===== src/rtl/req_ack_responder_pkg.sv =====
// -----------------------------------------------------------------------------
// req_ack_pkg
// Shared types and sizing for the req/ack responder and its requester-side
// counterpart.
//   state_t      : responder FSM state, 2-bit encoded
//   PEND_W       : width of the outstanding-request counter
//   CNT_W        : width of the latency down-counter
//   DEF_LATENCY  : default request-to-ack latency in cycles
//   DEF_MAX_PEND : default depth of the outstanding-request queue
// -----------------------------------------------------------------------------
package req_ack_pkg;

    typedef enum logic [1:0] {
        IDLE  = 2'd0,
        COUNT = 2'd1,
        ACK   = 2'd2,
        GAP   = 2'd3
    } state_t;

    localparam int PEND_W       = 4;
    localparam int CNT_W        = 8;
    localparam int DEF_LATENCY  = 4;
    localparam int DEF_MAX_PEND = 4;

endpackage


===== src/rtl/req_ack_responder_edge_det.sv =====
// -----------------------------------------------------------------------------
// req_edge_det
// Registers the request level and flags its rising edge. Shared between the
// responder and the requester side of the req/ack handshake.
// Ports:
//   clk   : clock, all logic on posedge
//   rst_n : asynchronous active-low reset (req_q clears to 0)
//   req   : request level
//   rise  : combinational req & ~req_q; a level already high when reset is
//           released reads as a rise on the first edge
// -----------------------------------------------------------------------------
module req_edge_det (
    input  logic clk,
    input  logic rst_n,
    input  logic req,
    output logic rise
);

    logic req_q;

    always_ff @(posedge clk or negedge rst_n) begin
        if (!rst_n) begin
            req_q <= 1'b0;
        end else begin
            req_q <= req;
        end
    end

    assign rise = req & ~req_q;

endmodule


===== src/rtl/req_ack_responder.sv =====
// -----------------------------------------------------------------------------
// req_ack_responder
// Consumer side of a level-signalled req/ack handshake. Every rising edge of
// req is queued as a pending request and answered by a one-cycle ack pulse
// LATENCY cycles after it is taken up by the countdown.
// Parameters:
//   LATENCY  : cycles from acceptance (or reload) to ack, 1..255
//   MAX_PEND : maximum outstanding unacknowledged requests, 1..15
// Ports:
//   clk      : clock, all logic on posedge
//   rst_n    : asynchronous active-low reset, synchronous release
//   req      : request level; a rise is a new request
//   hold     : freezes the latency countdown while high (COUNT only)
//   ack      : registered one-cycle acknowledge pulse
//   pend_cnt : outstanding requests, including the one being counted
//   busy     : high whenever the FSM is not IDLE
//   overflow : sticky; a rise was dropped because the queue was full
// Optional build macro:
//   REQ_ACK_RESPONDER_SVA_EN : embeds concurrent assertions on the handshake.
//   Behaviour is identical with or without it.
// -----------------------------------------------------------------------------
module req_ack_responder
    import req_ack_pkg::*;
#(
    parameter int LATENCY  = DEF_LATENCY,
    parameter int MAX_PEND = DEF_MAX_PEND
) (
    input  logic              clk,
    input  logic              rst_n,
    input  logic              req,
    input  logic              hold,
    output logic              ack,
    output logic [PEND_W-1:0] pend_cnt,
    output logic              busy,
    output logic              overflow
);

    localparam logic [CNT_W-1:0]  LAT_LOAD = CNT_W'(LATENCY);
    localparam logic [PEND_W-1:0] PEND_MAX = PEND_W'(MAX_PEND);

    state_t            state;
    logic [CNT_W-1:0]  cnt;
    logic [PEND_W-1:0] pend_nxt;
    logic              rise;
    logic              ack_entry;
    logic              full;
    logic              accept;
    logic              drop;

    req_edge_det u_edge_det (
        .clk   (clk),
        .rst_n (rst_n),
        .req   (req),
        .rise  (rise)
    );

    // Countdown expires this edge: the FSM moves COUNT -> ACK.
    assign ack_entry = (state == COUNT) && !hold && (cnt == CNT_W'(1));

    // A full queue still takes a rise when an ack frees a slot on the same edge.
    assign full   = (pend_cnt == PEND_MAX);
    assign accept = rise && (!full || ack_entry);
    assign drop   = rise && full && !ack_entry;

    always_comb begin
        pend_nxt = pend_cnt;
        if (accept && !ack_entry) begin
            pend_nxt = pend_cnt + 1'b1;
        end else if (!accept && ack_entry) begin
            pend_nxt = pend_cnt - 1'b1;
        end
    end

    always_ff @(posedge clk or negedge rst_n) begin
        if (!rst_n) begin
            state    <= IDLE;
            cnt      <= '0;
            pend_cnt <= '0;
            ack      <= 1'b0;
            overflow <= 1'b0;
        end else begin
            pend_cnt <= pend_nxt;
            ack      <= 1'b0;
            if (drop) begin
                overflow <= 1'b1;
            end
            case (state)
                IDLE: begin
                    if (accept || (pend_cnt != '0)) begin
                        state <= COUNT;
                        cnt   <= LAT_LOAD;
                    end
                end
                COUNT: begin
                    if (!hold) begin
                        if (cnt == CNT_W'(1)) begin
                            state <= ACK;
                            ack   <= 1'b1;
                        end else begin
                            cnt <= cnt - 1'b1;
                        end
                    end
                end
                ACK: begin
                    state <= GAP;
                end
                GAP: begin
                    // Rises landing in GAP are already in pend_nxt, so they
                    // restart the countdown without a detour through IDLE.
                    if (pend_nxt != '0) begin
                        state <= COUNT;
                        cnt   <= LAT_LOAD;
                    end else begin
                        state <= IDLE;
                    end
                end
                default: begin
                    state <= IDLE;
                end
            endcase
        end
    end

    assign busy = (state != IDLE);

`ifdef REQ_ACK_RESPONDER_SVA_EN
    a_ack_follows: assert property (@(posedge clk) disable iff (!rst_n)
        accept |-> strong(##[1:$] $rose(ack)))
        $info("a_ack_follows passed");
    else
        $error("a_ack_follows violated");

    a_ack_pulse: assert property (@(posedge clk) disable iff (!rst_n)
        ack |=> !ack)
        $info("a_ack_pulse passed");
    else
        $error("a_ack_pulse violated");

    a_pend_bound: assert property (@(posedge clk) disable iff (!rst_n)
        pend_cnt <= PEND_MAX)
        $info("a_pend_bound passed");
    else
        $error("a_pend_bound violated");

    a_hold_freeze: assert property (@(posedge clk) disable iff (!rst_n)
        (hold && (state == COUNT)) |=> $stable(cnt))
        $info("a_hold_freeze passed");
    else
        $error("a_hold_freeze violated");
`endif

endmodule


===== config.mk =====
export PLATFORM = sky130hd
export DESIGN_NAME = req_ack_responder
export DESIGN_NICKNAME = d
export VERILOG_FILES = /design/src/rtl/req_ack_responder_pkg.sv /design/src/rtl/req_ack_responder_edge_det.sv /design/src/rtl/req_ack_responder.sv
export SDC_FILE = /design/constraint.sdc
export NUM_CORES = 1
export LEC_CHECK = 0
export CAP_MARGIN = 25
export CORE_UTILIZATION = 50
export CTS_CLUSTER_SIZE = 20
export DETAILED_ROUTE_END_ITERATION = 8
export PLACE_DENSITY = 0.7
export SETUP_SLACK_MARGIN = 0.5
export SKIP_LAST_GASP = 1
export SLEW_MARGIN = 15
export SYNTH_ARGS = -nofsm -noshare
export SYNTH_HDL_FRONTEND = slang
export SYNTH_SLANG_ARGS = --single-unit

===== constraint.sdc =====
create_clock -name clk -period 2.8 [get_ports clk]
set_clock_uncertainty 0.1 [all_clocks]
set_input_delay 0.28 -clock clk [delete_from_list [all_inputs] [get_ports clk]]
set_output_delay 0.28 -clock clk [all_outputs]
set_load 0.1 [all_outputs]

Word-level counts from Yosys, hierarchy flattened. Index checks and enable logic that the tools add are counted.

Register bits: 17. Input port bits: 4.

Add/sub/neg operators: 3. Equality and inequality tests: 10. Multiplexer cells: 15. Bitwise operators: 2. Reductions and logical operators: 20.

Operators with widths (count): 8-bit two-way mux (4); 8-bit one-hot mux with 3 select lines (1); 8-bit by 1-bit equality test with 1-bit output (second input constant) (1); 4-bit two-way mux (2); 2-bit != test (second input constant) (4); 2-bit one-hot mux with 4 select lines (1); 4-bit nonzero test (2); 8-bit by 1-bit subtractor with 8-bit output (second input constant) (1); 1-bit logical AND (7); 2-bit two-way mux (3); 5-bit AND reduction (1); 4-bit by 1-bit adder with 4-bit output (second input constant) (1); 2-bit equality test (second input constant) (2); 4-bit by 3-bit equality test with 1-bit output (second input constant) (1); 1-bit zero test (4); 1-bit two-way mux (4); 4-bit by 1-bit subtractor with 4-bit output (second input constant) (1); 3-bit AND reduction (1); 3-bit nonzero test (1); 2-bit by 1-bit equality test with 1-bit output (second input constant) (1); 2-bit zero test (1); 1-bit logical OR (2); 2-bit by 1-bit != test with 1-bit output (second input constant) (1); 2-bit nonzero test (1); other kinds (2) (2).

Depth between registers and ports, before layout. Gate-level depths: netlist (run 1).

Depth in word-level cells: 12. Gate-level depth with buffers: 11.

By module. Synthesis (run 1) repeated with hierarchy kept, for this count alone.

Cell total of the unflattened synthesis: 122. Area total of the unflattened synthesis: 1171.1 um2.

Modules (own cells, without submodules): req_ack_responder (instances 1, cells an instance 120, area an instance 1132.3 um2); req_edge_det (instances 1, cells an instance 2, area an instance 38.8 um2).

Least setup slack after synthesis (run 1). No wires, ideal clock.

Kind: flip-flop to flip-flop. From: register pend_cnt[0]. To: register cnt[7]. Library setup time: 126 ps. Arrival: 3091 ps. Data required time: 2574 ps. Setup slack: -517 ps. Stages on the path, launching flop included: 11. Buffers on the path: 1. Clock period less this slack: 3317 ps. Cells stage by stage: dfrtp_1 -> inv_1 -> ha_1 -> and3b_1 -> or2b_1 -> o32a_1 -> a21bo_1 -> o31ai_4 -> buf_6 -> nor4_2 -> a311o_1.

Cells in the longest elaborated chain, start to end: 11. Elaborated cells between the ends (all ways): 17. Those cells by class: add/sub (2); eq/ne (3); mux (2); reduce/logical (10).

Ends and longest elaborated chain: start, declared (RTL line req_ack_responder.sv:33) `output logic [PEND_W-1:0] pend_cnt,`; start signal, assigned (RTL line req_ack_responder.sv:82) `pend_cnt <= pend_nxt;`; 4-bit by 3-bit equality test with 1-bit output (RTL line req_ack_responder.sv:61) `assign full = (pend_cnt == PEND_MAX);`; 1-bit zero test (RTL line req_ack_responder.sv:62) `assign accept = rise && (!full || ack_entry);`; 1-bit logical OR (RTL line req_ack_responder.sv:62); 1-bit logical AND (RTL line req_ack_responder.sv:62); 1-bit zero test (RTL line req_ack_responder.sv:69) `end else if (!accept && ack_entry) begin`; 1-bit logical AND (RTL line req_ack_responder.sv:69); 4-bit two-way mux (RTL line req_ack_responder.sv:69); 4-bit two-way mux (RTL line req_ack_responder.sv:67) `if (accept && !ack_entry) begin`; 4-bit nonzero test (RTL line req_ack_responder.sv:110) `if (pend_nxt != '0) begin`; 2-bit != test (no line); 5-bit AND reduction (no line) *; end signal, assigned (RTL line req_ack_responder.sv:100) `cnt <= cnt - 1'b1;`; end, declared (RTL line req_ack_responder.sv:42) `logic [CNT_W-1:0] cnt;`.

Mark *: on every way between the ends. The rest lies on a longest branch, timed or not. A chain may end at the register's enable or synchronous reset.

Worst setup path in the final report (run 1).
From: register cnt[1]. To: register cnt[3].

Cells in the longest elaborated chain, start to end: 11. Elaborated cells between the ends (all ways): 20. Those cells by class: add/sub (1); eq/ne (4); mux (5); reduce/logical (10).

Ends and longest elaborated chain: 8-bit by 1-bit equality test with 1-bit output (RTL line req_ack_responder.sv:58, req_ack_responder.sv:96); 1-bit logical AND (RTL line req_ack_responder.sv:58) `assign ack_entry = (state == COUNT) && !hold && (cnt == CNT_W'(1));`; 1-bit logical OR (RTL line req_ack_responder.sv:62); 1-bit logical AND (RTL line req_ack_responder.sv:62); 1-bit zero test (RTL line req_ack_responder.sv:69); 1-bit logical AND (RTL line req_ack_responder.sv:69); 4-bit two-way mux (RTL line req_ack_responder.sv:69); 4-bit two-way mux (RTL line req_ack_responder.sv:67); 4-bit nonzero test (RTL line req_ack_responder.sv:110); 2-bit != test (no line); 5-bit AND reduction (no line).

Parallel ways exist; a longest one is shown, timed or not. The select of a mux whose other input is x is not followed.

==> metrics, run 1 <==
slew margin rel. 49.0%; startpoint types register; post-layout util 73.6%; top cell type by total area after synthesis dfrtp_1; most frequent cells in the layout 29 x buf_4, 12 x dfrtp_1, 10 x nand2_1, 8 x inv_1, 7 x nor2_1; first-pass GRT wire length 4800 microns; met2 WL 1500 microns; ratio of cells with drive above 1 in the final layout 44.0%; area of the multi-input gates 821 sq um; Clock Pin Slew Worst Setup and Hold Paths 0.12 ns; setup slack after layout 0.133 ns; Tmin final 2.67 ns; Yosys reg bits 17; final non-filler cell total 187; routed wl met3 140 microns; top-area cell type share of the netlist area 35.5%; Iter 0 DRT Violations 18; via density per instance 5.93; worst hold slack 0.304 ns; kind of critical path register to register; final wirelength 3140 microns; Hold Crit Class primary input to async pin; TritonCTS clock tree built; max-slew violation total from the final report 0; via count 1108; syn avg cell area 9.75 sq um; FFs w/ async S/R, synth 100%; CTS H-tree lvls 1; DR top layer met4; most common cell after layout, fill and taps aside buf_4; fin nets 173; worst-skew pair later-pin latency 0.31 ns; Ports 11; fin crit share 95.3%; antenna cells 0; yosys warns 0; clk root buf clkbuf_4; Initial Util 53.7%; Slew @ Worst Pin 0.763 ns; Total Die Area 2600 sq um; die height 51.0 microns; Avg WL per Cell 16.8 microns; Area contributors post-synth dfrtp_1 35%, ha_1 9.4%, nand2_1 3.8%; Max-Cap Viols 0; CP peak stage delay 0.45 ns; PwrDens 1290 nW/um^2; Worst EP arrival 2.80 ns; met1 WL 1400 microns; netlist area before placement 1200 sq um; sequential area share after synthesis 35.5%; DR DRC count 0; CP Data Required Time 2.93 ns; gr ovfl total 0; Post-CTS Hold Buffers 0; Clock Path Buffers 2; post-synth net total 136; Total Power 0.00212 W; register area 437 sq um; CP Max Fanout 4; Setup WS pre-CTS -0.00130 ns; area grow syn2layout 37.2%; Mapped Cells 123; largest vdd supply drop 0.996 mV; RePlAce Congestion 0.847; CTS sink cnt 17; port bufs 10; final hold violation count 0; Worst path slowest cell dfrtp_2; detailed placement HPWL 1950 microns; Initial DRT Pass Iterations 4; Crit. End Element register; ys flop type dfrtp_1; Critical Path, Cell by Cell inv_2, ha_4, nor4b_4, a311oi_1, a311o_1, a21bo_1, o31ai_4, buf_6, buf_4, buf_6, o21ai_1, o21ai_1; antenna violations before repair 0; Post-synth EDFFs 0; number of global-route vias before repair 1051; endpoints failing setup 0; Netlist cell types 50; status complete, no violations; RSZ-0062 raised after global routing yes; antenna-violating nets left 0; # rows 17; core area 2230 sq um; die width 51.0 microns; GRT Overall Usage 24.9%; placed insts 167; CTS Buf Count 3; FILL cells 155; LEAKAGE 0.706 nW; largest net degree at the start of global routing 18; Max Fclk 0.375 GHz
[repair_timing]
action / in CTS / in global routing
resized for setup: 9 / 17
pin swaps: 12 / 11
setup endpoints to repair: 9 / 9
cloned: 0 / 0
buffers inserted: 10 / 6
[state kept, by name (all words and copies together), names as in the netlist]
register / cells
ack: 1
cnt: 8
overflow: 1
pend_cnt: 4
state: 2
u_edge_det.req_q: 1
[final cells by class]
type / instances / area share (%)
timing repair buffer: 34 / 16.4
sequential: 17 / 26.6
multi-input combinational: 92 / 49.9
clock buffer: 4 / 1.60
tap: 28 / 2.13
inverter: 12 / 3.35
[cell usage after synthesis, types with 2 or more instances]
cell type	instances
nand2b_1	2
a311o_1	2
o32a_1	2
ha_1	9
or3_1	5
o31ai_1	4
o21ai_0	4
nand2_1	12
nor2_1	9
nor3_1	4
dfrtp_1	17
inv_1	11
and2_1	2
nand3_1	4
[where the power goes]
group / switching [W] / leakage (nW) / internal [W] / total [W]
Combinational: 0.000882 / 0.484 / 0.000603 / 0.00148
Sequential: 0.000141 / 0.207 / 0.000352 / 0.000493
Clock: 0.0000913 / 0.0150 / 0.0000556 / 0.000147
[per-layer routing]
metal	vias to the layer above	track usage [%]
met5	-	0
met4	0	10.2
met3	11	3.27
met2	39	39.9
met1	535	33.5
li1	523	-
[worst paths after layout]
| path | from | to | slack, ns | cells past startpoint |
|---|---|---|---|---|
| min in group clk | req | u_edge_det.req_q | 0.38 | 1 |
| setup / recovery | cnt[1] | cnt[3] | 0.13 | 12 |
| hold / removal | rst_n | cnt[6] | 0.30 | 1 |
| max in group asynchronous | rst_n | pend_cnt[0] | 1.73 | 1 |
| setup reg to reg | cnt[1] | cnt[3] | 0.13 | 12 |
| hold reg to reg | overflow | overflow | 0.40 | 1 |
[cells by family after synthesis]
kind of cell             share of synthesized area (%)
AO/OA/AOI/OAI                                     20.8
multiplexers                                      1.77
AND/OR/NAND/NOR                                   26.7
XOR/XNOR                                         0.731
adder cells (fa/ha/maj)                           9.39
flip-flops                                        35.5
buffers and inverters                             5.11
[critical path: cells and delay by family (launching register included)]
family | cells | cell delay [ns]
AOI/OAI and AO/OA | 6 | 1.14
buffers and inverters | 4 | 0.46
DFF | 1 | 0.45
and+or+nand+nor | 1 | 0.29
adders and majority gates | 1 | 0.14
[metrics by stage]
stage / instance area, sq um / TNS, ns
after CTS: 1530 / 0
after floorplan: 1230 / 0
after global placement: 1390 / 0
after global routing: 1640 / 0
after detailed placement: 1390 / -0.00130
final: 1640 / 0
Note: power is estimated with default switching activity, not from simulation.
==> inputs of run 2 (changes only) <==
--- a/config.mk
+++ b/config.mk
@@ -5,7 +5,7 @@
 export SDC_FILE = /design/constraint.sdc
 export NUM_CORES = 1
 export LEC_CHECK = 0
-export CAP_MARGIN = 25
+export CAP_MARGIN = 20
 export CORE_UTILIZATION = 50
 export CTS_CLUSTER_SIZE = 20
 export DETAILED_ROUTE_END_ITERATION = 8
@@ -16,3 +16,4 @@
 export SYNTH_ARGS = -nofsm -noshare
 export SYNTH_HDL_FRONTEND = slang
 export SYNTH_SLANG_ARGS = --single-unit
+export TNS_END_PERCENT = 1
==> metrics, run 2 (synthesis results as in run 1) <==
Tmin final 2.60 ns (-0.0667 ns); Total Die Area 2600 sq um (unchanged); Largest Register cnt; fin crit share 92.9% (-2.4 points); Slew @ Worst Pin 0.751 ns (-0.0116 ns); Worst path slowest cell dfrtp_4; antenna cells 0 (unchanged); Clock Pin Slew Worst Setup and Hold Paths 0.10 ns (-0.02 ns); max-slew violation total from the final report 0 (unchanged); CP Data Required Time 2.90 ns (-0.03 ns); Crit. End Element register; Post-CTS Hold Buffers 0 (unchanged); ratio of cells with drive above 1 in the final layout 38.2% (-5.8 points); RSZ-0062 raised after global routing yes; CTS H-tree lvls 1 (unchanged); die height 51.0 microns (unchanged); DR DRC count 0 (unchanged); slew margin rel. 49.8% (+0.77 points); die width 51.0 microns (unchanged); most frequent cells in the layout 28 x buf_4, 12 x dfrtp_1, 11 x nand2_1, 9 x nor2_1, 8 x inv_1; RePlAce Congestion 0.866 (+2.2%); GRT Overall Usage 24.3% (-0.61 points); CP Max Fanout 8 (+4); largest vdd supply drop 0.977 mV (-1.9%); first-pass GRT wire length 4750 microns (-1.0%); Iter 0 DRT Violations 45 (+27); via density per instance 5.72 (-3.4%); CP peak stage delay 0.51 ns (+0.06 ns); detailed placement HPWL 1990 microns (+2.1%); CTS Buf Count 3 (unchanged); Avg WL per Cell 15.2 microns (-9.4%); core area 2230 sq um (unchanged); Max Fclk 0.385 GHz (+2.6%); Largest register FFs 8 (unchanged); final wirelength 2810 microns (-10%); Largest regs cnt x8, pend_cnt x4, state x2; worst-skew pair later-pin latency 0.28 ns (-0.03 ns); CP delay by family, top compound AO/OA/AOI/OAI gates; Clock Path Buffers 2 (unchanged); antenna violations before repair 0 (unchanged); kind of critical path register to register; LEAKAGE 0.669 nW (-5.2%); Most common cell on crit path o21ai_1; PwrDens 1240 nW/um^2 (-4.1%); Setup WS pre-CTS -0.0174 ns (-0.0161 ns); clk root buf clkbuf_4; final setup TNS 0 ns (unchanged); TritonCTS clock tree built; endpoints failing setup 0 (unchanged); via count 1059 (-4.4%); number of global-route vias before repair 1073 (+2.1%); startpoint types register; Hold Crit Class primary input to async pin; Initial Util 53.7% (unchanged); status complete, no violations; largest net degree at the start of global routing 18 (unchanged); gr ovfl total 0 (unchanged); antenna-violating nets left 0 (unchanged); Critical Path, Cell by Cell inv_4, ha_4, and3b_1, or2b_1, buf_6, nor3_2, o31a_4, o31ai_4, buf_4, o21ai_1, o21ai_1; Worst EP arrival 2.70 ns (-0.10 ns); Ports 11 (unchanged); Max-Cap Viols 0 (unchanged); area grow syn2layout 30.8%; CTS sink cnt 17 (unchanged); most common cell after layout, fill and taps aside buf_4; # rows 17 (unchanged); fin nets 171 (-1.2%); final hold violation count 0 (unchanged); port bufs 10 (unchanged); setup slack after layout 0.200 ns (+0.0667 ns); Buf+Inv Stages, Crit Path 3 (-1); Initial DRT Pass Iterations 4 (unchanged)
run 2: cell count changes in the layout (fill, tap and decap cells not counted), sizes merged:
cell and delta:
buf -2
run 2: per-layer routing:
layer,track usage [%],vias up,share of wire [%]
met5,0,-,0
met4,8.33,0,0.75
met3,2.08,4,3.1
met2,41.9,18,49
met1,31.5,520,47
li1,-,517,-
run 2: worst register-to-register path, cell delays in order, from the launching register on:
cell and delay [ns]:
dfrtp_4 0.51, inv_4 0.07, ha_4 0.14, and3b_1 0.22, or2b_1 0.17, buf_6 0.12, nor3_2 0.04, o31a_4 0.36
o31ai_4 0.42, buf_4 0.20, o21ai_1 0.05, o21ai_1 0.12
run 2: path summary, 6_finish.rpt:
check,from,endpoint,slack (ns),cells after the start
setup / recovery,pend_cnt[0],cnt[3],0.20,11
hold / removal,rst_n,cnt[1],0.33,1
setup reg to reg,pend_cnt[0],cnt[3],0.20,11
hold reg to reg,overflow,overflow,0.40,1
max in group asynchronous,rst_n,pend_cnt[0],1.73,1
min in group clk,req,u_edge_det.req_q,0.39,1
run 2: what timing repair did:
item                       CTS  global route
pin swaps                   11             0
resized for setup           14             0
setup endpoints to repair    9             9
buffers inserted            14             0
gates cloned                 0             0
run 2: through the flow:
stage	hold slack [ns]	util, %	area [sq um]	std cells	total power (W)
CTS	0.365	70.2	1570	185	0.00193
floorplan	-0.116	-	1230	123	0.00140
global route	0.391	70.2	1570	185	0.00207
finish	0.325	70.2	1570	185	0.00194
global placement	0.360	62.2	1390	167	0.00163
detailed placement	0.374	62.2	1390	167	0.00166
run 2: final cells by class:
| class | count | area [sq um] |
|---|---|---|
| Multi-Input combinational cell | 92 | 763 |
| Fill cell | 167 | 666 |
| Sequential cell | 17 | 437 |
| Timing Repair Buffer | 32 | 251 |
| Inverter | 12 | 55.1 |
| Tap cell | 28 | 35.0 |
| Clock buffer | 4 | 26.3 |
run 2: power by group:
group | switching [W] | internal, W
Clock | 0.0000791 | 0.0000552
Combinational | 0.000807 | 0.000513
Sequential | 0.000136 | 0.000353
==> inputs of run 3 (changes only) <==
--- a/config.mk
+++ b/config.mk
@@ -12,7 +12,7 @@
 export PLACE_DENSITY = 0.7
 export SETUP_SLACK_MARGIN = 0.5
 export SKIP_LAST_GASP = 1
-export SLEW_MARGIN = 15
+export SLEW_MARGIN = 25
 export SYNTH_ARGS = -nofsm -noshare
 export SYNTH_HDL_FRONTEND = slang
 export SYNTH_SLANG_ARGS = --single-unit
==> results of run 3 <==
No change in the layout: final DEF, timing and power equal those of run 2.
